File: src/rtl/serial_adder_sub_if.sv
// Handshake and operand/result bundle for the serial adder/subtractor.
interface serial_adder_sub_if #(
    parameter int unsigned WIDTH = 8
);
    logic             start;
    logic [WIDTH-1:0] A;
    logic [WIDTH-1:0] B;
    logic             Cin;
    logic             Sub;
    logic             busy;
    logic             done;
    logic [WIDTH-1:0] S;
    logic             Cout;
    logic             Ovf;

    modport master (output start, A, B, Cin, Sub, input busy, done, S, Cout, Ovf);
    modport slave  (input start, A, B, Cin, Sub, output busy, done, S, Cout, Ovf);
endinterface

File: src/rtl/serial_adder_sub.sv
// Multi-cycle adder/subtractor: DIGIT bits per clock through a ripple chain,
// carry held in a flop between steps, start/busy/done handshake.
module serial_adder_sub #(
    parameter int unsigned WIDTH = 8,
    parameter int unsigned DIGIT = 1
) (
    input  logic               clk,
    input  logic               rst_n,
    serial_adder_sub_if.slave  bus
);
    localparam int unsigned STEPS = WIDTH / DIGIT;
    localparam int unsigned CW    = (STEPS > 1) ? $clog2(STEPS) : 1;

    typedef enum logic [1:0] {IDLE, RUN, DONE} state_e;

    state_e           state_q, state_d;
    logic [WIDTH-1:0] a_q, a_d, b_q, b_d;
    logic [WIDTH-1:0] acc_q, acc_d, s_q, s_d;
    logic [CW-1:0]    cnt_q, cnt_d;
    logic             carry_q, carry_d;
    logic             cout_q, cout_d, ovf_q, ovf_d;
    logic             busy_q, busy_d, done_q, done_d;

    logic [DIGIT-1:0] sum_c;
    logic             carry_out_c;
    logic             msb_cin_c;

    // Ripple of DIGIT full-adder cells on the low digit of the operand registers
    always_comb begin : digit_add
        logic c;
        c         = carry_q;
        sum_c     = '0;
        msb_cin_c = 1'b0;
        for (int i = 0; i < int'(DIGIT); i++) begin
            msb_cin_c = c;
            sum_c[i]  = a_q[i] ^ b_q[i] ^ c;
            c         = (a_q[i] & b_q[i]) | (c & (a_q[i] ^ b_q[i]));
        end
        carry_out_c = c;
    end

    // Next-state and datapath updates
    always_comb begin
        state_d = state_q;
        a_d     = a_q;
        b_d     = b_q;
        acc_d   = acc_q;
        s_d     = s_q;
        cnt_d   = cnt_q;
        carry_d = carry_q;
        cout_d  = cout_q;
        ovf_d   = ovf_q;

        case (state_q)
            RUN: begin
                a_d     = a_q >> DIGIT;
                b_d     = b_q >> DIGIT;
                acc_d   = WIDTH'({sum_c, acc_q} >> DIGIT);
                carry_d = carry_out_c;
                cnt_d   = cnt_q + CW'(1);
                if (cnt_q == CW'(STEPS - 1)) begin
                    state_d = DONE;
                    s_d     = WIDTH'({sum_c, acc_q} >> DIGIT);
                    cout_d  = carry_out_c;
                    // last step's top cell is bit WIDTH-1
                    ovf_d   = msb_cin_c ^ carry_out_c;
                end
            end
            default: begin
                state_d = IDLE;
                if (bus.start) begin
                    state_d = RUN;
                    a_d     = bus.A;
                    b_d     = bus.Sub ? ~bus.B : bus.B;
                    carry_d = bus.Cin ^ bus.Sub;
                    cnt_d   = '0;
                    acc_d   = '0;
                    s_d     = '0;
                end
            end
        endcase

        busy_d = (state_d == RUN);
        done_d = (state_d == DONE);
    end

    always_ff @(posedge clk or negedge rst_n) begin
        if (!rst_n) begin
            state_q <= IDLE;
            a_q     <= '0;
            b_q     <= '0;
            acc_q   <= '0;
            s_q     <= '0;
            cnt_q   <= '0;
            carry_q <= 1'b0;
            cout_q  <= 1'b0;
            ovf_q   <= 1'b0;
            busy_q  <= 1'b0;
            done_q  <= 1'b0;
        end else begin
            state_q <= state_d;
            a_q     <= a_d;
            b_q     <= b_d;
            acc_q   <= acc_d;
            s_q     <= s_d;
            cnt_q   <= cnt_d;
            carry_q <= carry_d;
            cout_q  <= cout_d;
            ovf_q   <= ovf_d;
            busy_q  <= busy_d;
            done_q  <= done_d;
        end
    end

    assign bus.busy = busy_q;
    assign bus.done = done_q;
    assign bus.S    = s_q;
    assign bus.Cout = cout_q;
    assign bus.Ovf  = ovf_q;
endmodule

File: src/flat_wrapper.sv
// flat-port wrapper written by rule: the top's interface ports become plain ports
module serial_adder_sub_flat 
#(
    parameter int unsigned WIDTH = 8,
    parameter int unsigned DIGIT = 1
)
  (clk, rst_n, bus_start, bus_A, bus_B, bus_Cin, bus_Sub, bus_busy, bus_done, bus_S, bus_Cout, bus_Ovf);
  serial_adder_sub_if #(.WIDTH(WIDTH)) bus_i ();
  input  logic clk;
  input  logic rst_n;
  input wire logic [$bits(bus_i.start)-1:0] bus_start;
  input wire logic [$bits(bus_i.A)-1:0] bus_A;
  input wire logic [$bits(bus_i.B)-1:0] bus_B;
  input wire logic [$bits(bus_i.Cin)-1:0] bus_Cin;
  input wire logic [$bits(bus_i.Sub)-1:0] bus_Sub;
  output wire logic [$bits(bus_i.busy)-1:0] bus_busy;
  output wire logic [$bits(bus_i.done)-1:0] bus_done;
  output wire logic [$bits(bus_i.S)-1:0] bus_S;
  output wire logic [$bits(bus_i.Cout)-1:0] bus_Cout;
  output wire logic [$bits(bus_i.Ovf)-1:0] bus_Ovf;
  assign bus_i.start = bus_start;
  assign bus_i.A = bus_A;
  assign bus_i.B = bus_B;
  assign bus_i.Cin = bus_Cin;
  assign bus_i.Sub = bus_Sub;
  assign bus_busy = bus_i.busy;
  assign bus_done = bus_i.done;
  assign bus_S = bus_i.S;
  assign bus_Cout = bus_i.Cout;
  assign bus_Ovf = bus_i.Ovf;
  serial_adder_sub #(.WIDTH(WIDTH), .DIGIT(DIGIT)) u_core (.clk(clk), .rst_n(rst_n), .bus(bus_i));
endmodule
File: config.mk
export PLATFORM = sky130hd
export DESIGN_NAME = serial_adder_sub_flat
export DESIGN_NICKNAME = d
export VERILOG_FILES = /design/src/rtl/serial_adder_sub_if.sv /design/src/rtl/serial_adder_sub.sv /design/src/flat_wrapper.sv
export SDC_FILE = /design/constraint.sdc
export NUM_CORES = 1
export LEC_CHECK = 0
export CORE_ASPECT_RATIO = 1.5
export CORE_MARGIN = 5
export CORE_UTILIZATION = 51
export DETAILED_ROUTE_END_ITERATION = 6
export GPL_TIMING_DRIVEN = 0
export PLACE_DENSITY_LB_ADDON = 0.15
export RECOVER_POWER = 25
export SYNTH_ARGS = -nofsm -noshare
export SYNTH_HDL_FRONTEND = slang
export SYNTH_SLANG_ARGS = --single-unit
File: constraint.sdc
create_clock -name clk -period 1.8 [get_ports clk]
set_input_delay 0.36 -clock clk [delete_from_list [all_inputs] [get_ports clk]]
set_output_delay 0.36 -clock clk [all_outputs]
set_load 0.01 [all_outputs]
==> impl_metrics.yaml <==
outcome:
  status: "finished, final reports clean"
synth:
  seq_area_frac_synth: 0.5683
  synth_seq_cells: 41
  synth_cell_types: 27
  synth_fp_nets: 176
  yosys_warnings: 0
  synth_area_sq_um: 1805
  postSynthAreaPerCell_sq_um: 11.88
  synth_cells: 152
grt:
  grt_pass1_wl_um: 5678
  grt_max_degree: 42
  grt_pass1_vias: 1240
  grt-ovfl-total: 0
  grt_use_total: 0.1503
  antenna_found_initial: 0
worst_setup_path:
  path_class: "register to register"
  crit_arrival_ns: 1.76
  r2r_end: "u_core.bus.S[5]$_DFFE_PN0P_"
  crit_required_ns: 1.98
  crit_buf_inv: 1
  crit_fanout: 8
  cp_common_cell: "ha_1"
  crit_path_cell_trace: "ha_1 > ha_1 > nand3b_1 > inv_2 > a22o_1"
  critical_path_cell_count: 5
  rr_startpoint: "u_core.cnt_q[0]$_DFFE_PN0P_"
  r2r.worst_path.cells: 5
  critPathSlowestCell: "dfrtp_1"
  crit_family: "adder cells"
  worstSetupEndpointType: "register"
  cp-start-kind: "register"
  cpPeakStageDelay_ns: 0.39
  rrSetupSlack_ns: 0.22
cts:
  cts_resized: 0
  insertion_delay_ns: 0.29
  cts.path.max_buffers: 2
  hold_buffers: 0
  htree_levels: 2
  path_clk_slew_ns: 0.08
  numClockSinks: 41
  cts_tree: "done"
  clockRootBuffer: "clkbuf_8"
  cts_inserted_buffers: 5
  cts_setup_buffers: 0
detailed_routing:
  drtIter0Drc: 38
  antenna_left: 0
  vias_per_cell: 5.237
  drcViolationCount: 0
  drt-total-wl_um: 3368
  dr_total_vias: 1215
  drtPass1Iterations: 4
  wire_per_inst_um: 14.52
timing:
  fmax_ghz: 0.6334
  fin_crit_sh: 0.8772
  slew_violations: 0
  min_period_ns: 1.579
  slew_headroom: 0.3377
  worst_pin_slew_ns: 0.9935
  finalHoldViolCount: 0
  setup_violations: 0
  finalSetupTns_ns: 0
  clock_skew_ns: 0.003774
  setup_slack_ns: 0.2211
  grt_setup_unrepaired: "no"
layout:
  fin_nets: 213
  final_common_cell: "dfrtp_1"
  area_growth_pct: 24.05
  drive_above_1_share: 0.1158
  fin_area_sq_um: 2240
  antennaDiodeCount: 0
  final_cell_mix: "dfrtp_1 (41), clkdlybuf4s50_1 (29), nand2_1 (21)"
  fillers: 297
placed_design:
  place.gp.congestion: 0.7270
  io_buffer_count: 30
  place_hpwl_um: 2477
  place_area_sq_um: 2153
  dp_slack_ns: 0.2211
floorplan:
  die-area_sq_um: 4855
  die-width_um: 58.58
  io_pins: 33
  initial_core_util: 0.5286
  placementRows: 26
  coreArea_sq_um: 3416
  die_h_um: 82.87
min_path:
  min_path_type: "input port to asynchronous set/reset pin"
power:
  cellPowerDensity_nw_per_um2: 1474
  p_leak_nw: 1.061
  irDropWorstVdd_uv: 965.3
flow_run:
  cap_violations: 0
## synth_stat cells
master    number  area (sq um)
dfrtp_1       41          1026
nand2_1       21         78.83
o21ai_0       16         80.08
mux2i_1       15         150.1
a22o_1        14         122.6
xor2_1         8         70.07
buf_4          6         45.04
inv_1          4         15.01
o21ai_1        4         20.02
nand3b_1       3         22.52
ha_1           2         25.02
nor2_1         2         7.510
xnor2_1        2         17.52
a21o_1         1         7.510
a21oi_1        1         5.000
and2_1         1         6.260
and2b_4        1         10.01
buf_2          1         5.000
buf_6          1         11.26
clkbuf_1       1         3.750
fa_1           1         20.02
inv_2          1         3.750
mux2_2         1         11.26
mux2i_4        1         22.52
nand2b_1       1         6.260
nor2_2         1         6.260
o22ai_1        1         6.260
## worst reg2reg max path, cell delays in order, from the launching register on
cell	delay, ns
dfrtp_1	0.39
ha_1	0.20
ha_1	0.26
nand3b_1	0.23
inv_2	0.13
a22o_1	0.26
## worst max-delay path by stage
| stage | startpoint | end | slack [ns] |
|---|---|---|---|
| floorplan | u_core.cnt_q[0]$_DFFE_PN0P_ | u_core.bus.S[0]$_DFFE_PN0P_ | 0.39 |
| global placement | rst_n | u_core.b_q[5]$_DFFE_PN0P_ | -0.60 |
| detailed placement | u_core.cnt_q[0]$_DFFE_PN0P_ | u_core.bus.S[5]$_DFFE_PN0P_ | 0.22 |
| CTS | u_core.cnt_q[0]$_DFFE_PN0P_ | u_core.bus.S[5]$_DFFE_PN0P_ | 0.19 |
| global route | u_core.cnt_q[0]$_DFFE_PN0P_ | u_core.bus.S[5]$_DFFE_PN0P_ | 0.12 |
| finish | u_core.cnt_q[0]$_DFFE_PN0P_ | u_core.bus.S[5]$_DFFE_PN0P_ | 0.22 |
## sequential cells by signal, indices dropped and copies added, names as in the netlist
name and flops:
u_core.a_q 8, u_core.cnt_q 3, u_core.b_q 8, u_core.bus.Ovf 1, u_core.bus.S 8, u_core.bus.busy 1
u_core.acc_q 7, u_core.carry_q 1, u_core.state_q 2, u_core.bus.Cout 1, u_core.bus.done 1
## final cells by class
cell class / instances / area (sq um) / area share
Buffer: 9 / 65.06 / 0.02905
Clock buffer: 5 / 68.82 / 0.03073
Clock inverter: 3 / 17.52 / 0.007821
Inverter: 5 / 18.77 / 0.008380
Multi-Input combinational cell: 97 / 695.7 / 0.3106
Sequential cell: 41 / 1026 / 0.4581
Tap cell: 42 / 52.55 / 0.02346
Timing Repair Buffer: 30 / 295.3 / 0.1318
## power by group
| part | leakage [nW] | internal (mW) | switching (mW) |
|---|---|---|---|
| clock network | 0.0439 | 0.267 | 0.312 |
| registers | 0.533 | 1.28 | 0.212 |
| logic | 0.484 | 0.623 | 0.603 |
## per-layer routing
layer / part of all wire / global-route usage / vias up / wire length, um
li1: - / - / 594 / -
met5: 0 / 0 / - / 0
met4: 0.019 / 0.06186 / 0 / 65
met1: 0.41 / 0.1794 / 585 / 1375
met2: 0.53 / 0.2503 / 30 / 1769
met3: 0.047 / 0.03882 / 6 / 157
## stage by stage
step | hold slack [ns] | instances | utilization | power [mW]
3_5_place_dp | 0.4704 | 224 | 0.6304 | 2.761
2_1_floorplan | 0.06441 | 152 | - | 2.293
5_1_grt | 0.3020 | 232 | 0.6557 | 3.564
4_1_cts | 0.2118 | 232 | 0.6557 | 3.355
6_report | 0.2271 | 232 | 0.6557 | 3.301
3_3_place_gp | 0.4595 | 224 | 0.6319 | 2.700
## cell families (layout without fill, tap and decap cells)
kind of cell,Yosys count,count (layout),synth area share
muxes,17,17,0.1019
adders and majority gates,3,3,0.02495
buffers and inverters,14,52,0.04642
xor gates and xnor gates,10,10,0.04851
and+or+nand+nor,30,30,0.07624
AOI/OAI and AO/OA,37,37,0.1338
DFF,41,41,0.5683
Note: power is estimated with default switching activity, not from simulation.
==> edit, RTL diff (config.mk and constraints unchanged) <==
Take the reset off `a_q` and load it in a clocked block of its own.
--- a/src/rtl/serial_adder_sub.sv
+++ b/src/rtl/serial_adder_sub.sv
@@ -87,7 +87,6 @@
     always_ff @(posedge clk or negedge rst_n) begin
         if (!rst_n) begin
             state_q <= IDLE;
-            a_q     <= '0;
             b_q     <= '0;
             acc_q   <= '0;
             s_q     <= '0;
@@ -99,7 +98,6 @@
             done_q  <= 1'b0;
         end else begin
             state_q <= state_d;
-            a_q     <= a_d;
             b_q     <= b_d;
             acc_q   <= acc_d;
             s_q     <= s_d;
@@ -112,6 +110,10 @@
         end
     end
 
+    always_ff @(posedge clk) begin
+        a_q <= a_d;
+    end
+
     assign bus.busy = busy_q;
     assign bus.done = done_q;
     assign bus.S    = s_q;
Behaviour: same outputs for any inputs over 10 cycles, from zero or initial values and one cycle with rst_n low; that may be too few to reach the edited logic, so the function may still have changed.
==> edit against the original RTL <==
  * Routed wire length decreased by 3.0%
  * Sequential cell count is the same
  * Clock power up 31%
  * Hold slack worse by 0.092 ns
  * Synthesized cell count unchanged
  * Maximum frequency fell by 0.43%
  * Total power up 15%
  * Final area is 0.50% higher
  * Critical path depth unchanged
  * Setup slack lost 0.0068 ns
  * Die area down 1.2%
  * Synthesized area down 1.5%
  * Final cell count stayed put
==> edit: results (changes against the original RTL) <==
clock-pin slew on the worst setup and hold paths 0.08 ns (about the same); Fillers 276 (-7.1%); Leak Pwr 1.07 nW (+0.70%); worst vdd rail ir drop 0.000876 V (-9.2%); top post-synthesis cells by area dfrtp_1 46%, edfxtp_1 12%, nand2_1 7.2%; H-Tree Depth 2 (unchanged); Sum Neg Setup Slack 0 ns (unchanged); met2 wire length 1720 um (-2.5%); status finished, final reports clean; WP data arrival about 1.8 ns; Post-Syn Nets 176 (unchanged); Commonest cells post-synth 34 x nand2_1, 33 x dfrtp_1, 14 x a22o_1; placed cells 224 (unchanged); cts bufs inserted 5 (unchanged); Post-synth EDFFs 7 (+7); Routed WL 3270 um (-3.0%); Setup Skew 0.00421 ns (+0.000434 ns); GRT Util Overall 15.7% (+0.64 points); Final #Nets 213 (unchanged); Routed WL per cell 14.1 um (-3.0%); vias in the first global route 1,258 (+1.5%); largest net degree at the start of global routing 34 (-19%); HPWL Detailed 2380 um (-3.9%); Seq/Total Area, Yosys 59.4% (+2.5 points); Worst-Margin Slew 0.790 ns (-0.204 ns); diode count 0 (unchanged); syn avg cell area 11.7 um2 (-1.5%); Netlist cell types 26 (-3.7%); Setup Buffers After CTS 0 (unchanged); first drt pass iteration count 4 (unchanged); Post-DRT Antenna Nets 0 (unchanged); Initial DRC Count 9 (-76%); CP delay by family, top adder cells; worst-skew pair later-pin latency 0.29 ns (about the same); most common flop cell mapped by yosys dfrtp_1; first-pass GRT wire length 5650 um (-0.48%); CTS Buffer Depth 2 (unchanged); Slowest cell on crit path dfrtp_1; input/output buffers 30 (unchanged); YS warnings 0 (unchanged); met1 WL 1310 um (-4.5%); CTS root buf clkbuf_8; max incr delay on CP 0.40 ns; met3 wire len 170 um (+8.3%); Crit Path Max Fanout 10 (+2); GPL Wtd Cong 0.706 (-2.8%); via count 1,207 (-0.66%); Post-synth ARST share 80.5% (-20 points)
[edit: cell types whose count changed after synthesis, moves of 2 or more]
cell,before,now
o21ai_1,4,0
buf_4,6,4
mux2i_1,15,8
nand2_1,21,34
edfxtp_1,0,7
nor2_1,2,5
o21ai_0,16,11
buf_2,1,4
dfrtp_1,41,33
[edit: cell type report]
class	instances	area share, %
tap	42	2.33
clock inverter	1	0.222
sequential	41	46.9
buffer	9	2.72
timing repair buffer	30	13.1
inverter	6	1.00
clock buffer	7	5.28
multi-input combinational	96	28.4
[edit: cells by family (layout without fill, tap and decap cells)]
| family | count (synthesis) | count (layout) | share of synthesized area, % |
|---|---|---|---|
| buffers and inverters | 15 | 53 | 4.71 |
| muxes | 10 | 10 | 6.40 |
| and+or+nand+nor | 45 | 45 | 11.0 |
| adders and majority gates | 3 | 3 | 2.53 |
| xor gates and xnor gates | 10 | 10 | 4.92 |
| DFF | 41 | 41 | 59.4 |
| AOI/OAI and AO/OA | 28 | 28 | 11.0 |
[edit: metal layers]
| metal | track usage [%] | vias up |
|---|---|---|
| li1 | - | 584 |
| met1 | 18.2 | 587 |
| met2 | 26.7 | 28 |
| met3 | 4.51 | 8 |
| met4 | 6.96 | 0 |
| met5 | 0 | - |
[edit: final timing paths]
path                                             startpoint                          end  slack [ns]  cells past startpoint
worst max-delay path            u_core.cnt_q[0]$_DFFE_PN0P_  u_core.bus.S[2]$_DFFE_PN0P_        0.21                      5
worst min-delay path                                  rst_n  u_core.acc_q[2]$_DFFE_PN0P_        0.13                      1
worst max register to register  u_core.cnt_q[0]$_DFFE_PN0P_  u_core.bus.S[2]$_DFFE_PN0P_        0.21                      5
worst min register to register    u_core.b_q[3]$_DFFE_PN0P_    u_core.b_q[2]$_DFFE_PN0P_        0.49                      2
max in group asynchronous                             rst_n    u_core.b_q[3]$_DFFE_PN0P_        1.17                      1
min in group clk                                  bus_start    u_core.b_q[2]$_DFFE_PN0P_        0.46                      3
[edit: power by group]
part / switching [mW] / total (mW) / internal (mW)
Sequential: 0.218 / 1.60 / 1.38
Combinational: 0.712 / 1.42 / 0.713
Clock: 0.319 / 0.758 / 0.439
Total: 1.25 / 3.79 / 2.54
[edit: metrics by stage]
stage / setup WS, ns / util [%] / power (mW) / hold WS, ns / cell area, um2
6_report: 0.214 / 66.5 / 3.79 / 0.135 / 2250
5_1_grt: 0.144 / 66.5 / 4.09 / 0.192 / 2250
4_1_cts: 0.0597 / 66.7 / 3.84 / 0.456 / 2260
3_5_place_dp: -0.287 / 63.0 / 3.07 / 0.484 / 2130
3_3_place_gp: -0.196 / 63.0 / 2.97 / 0.460 / 2130
2_1_floorplan: 0.396 / - / 2.52 / 0.0644 / 1780
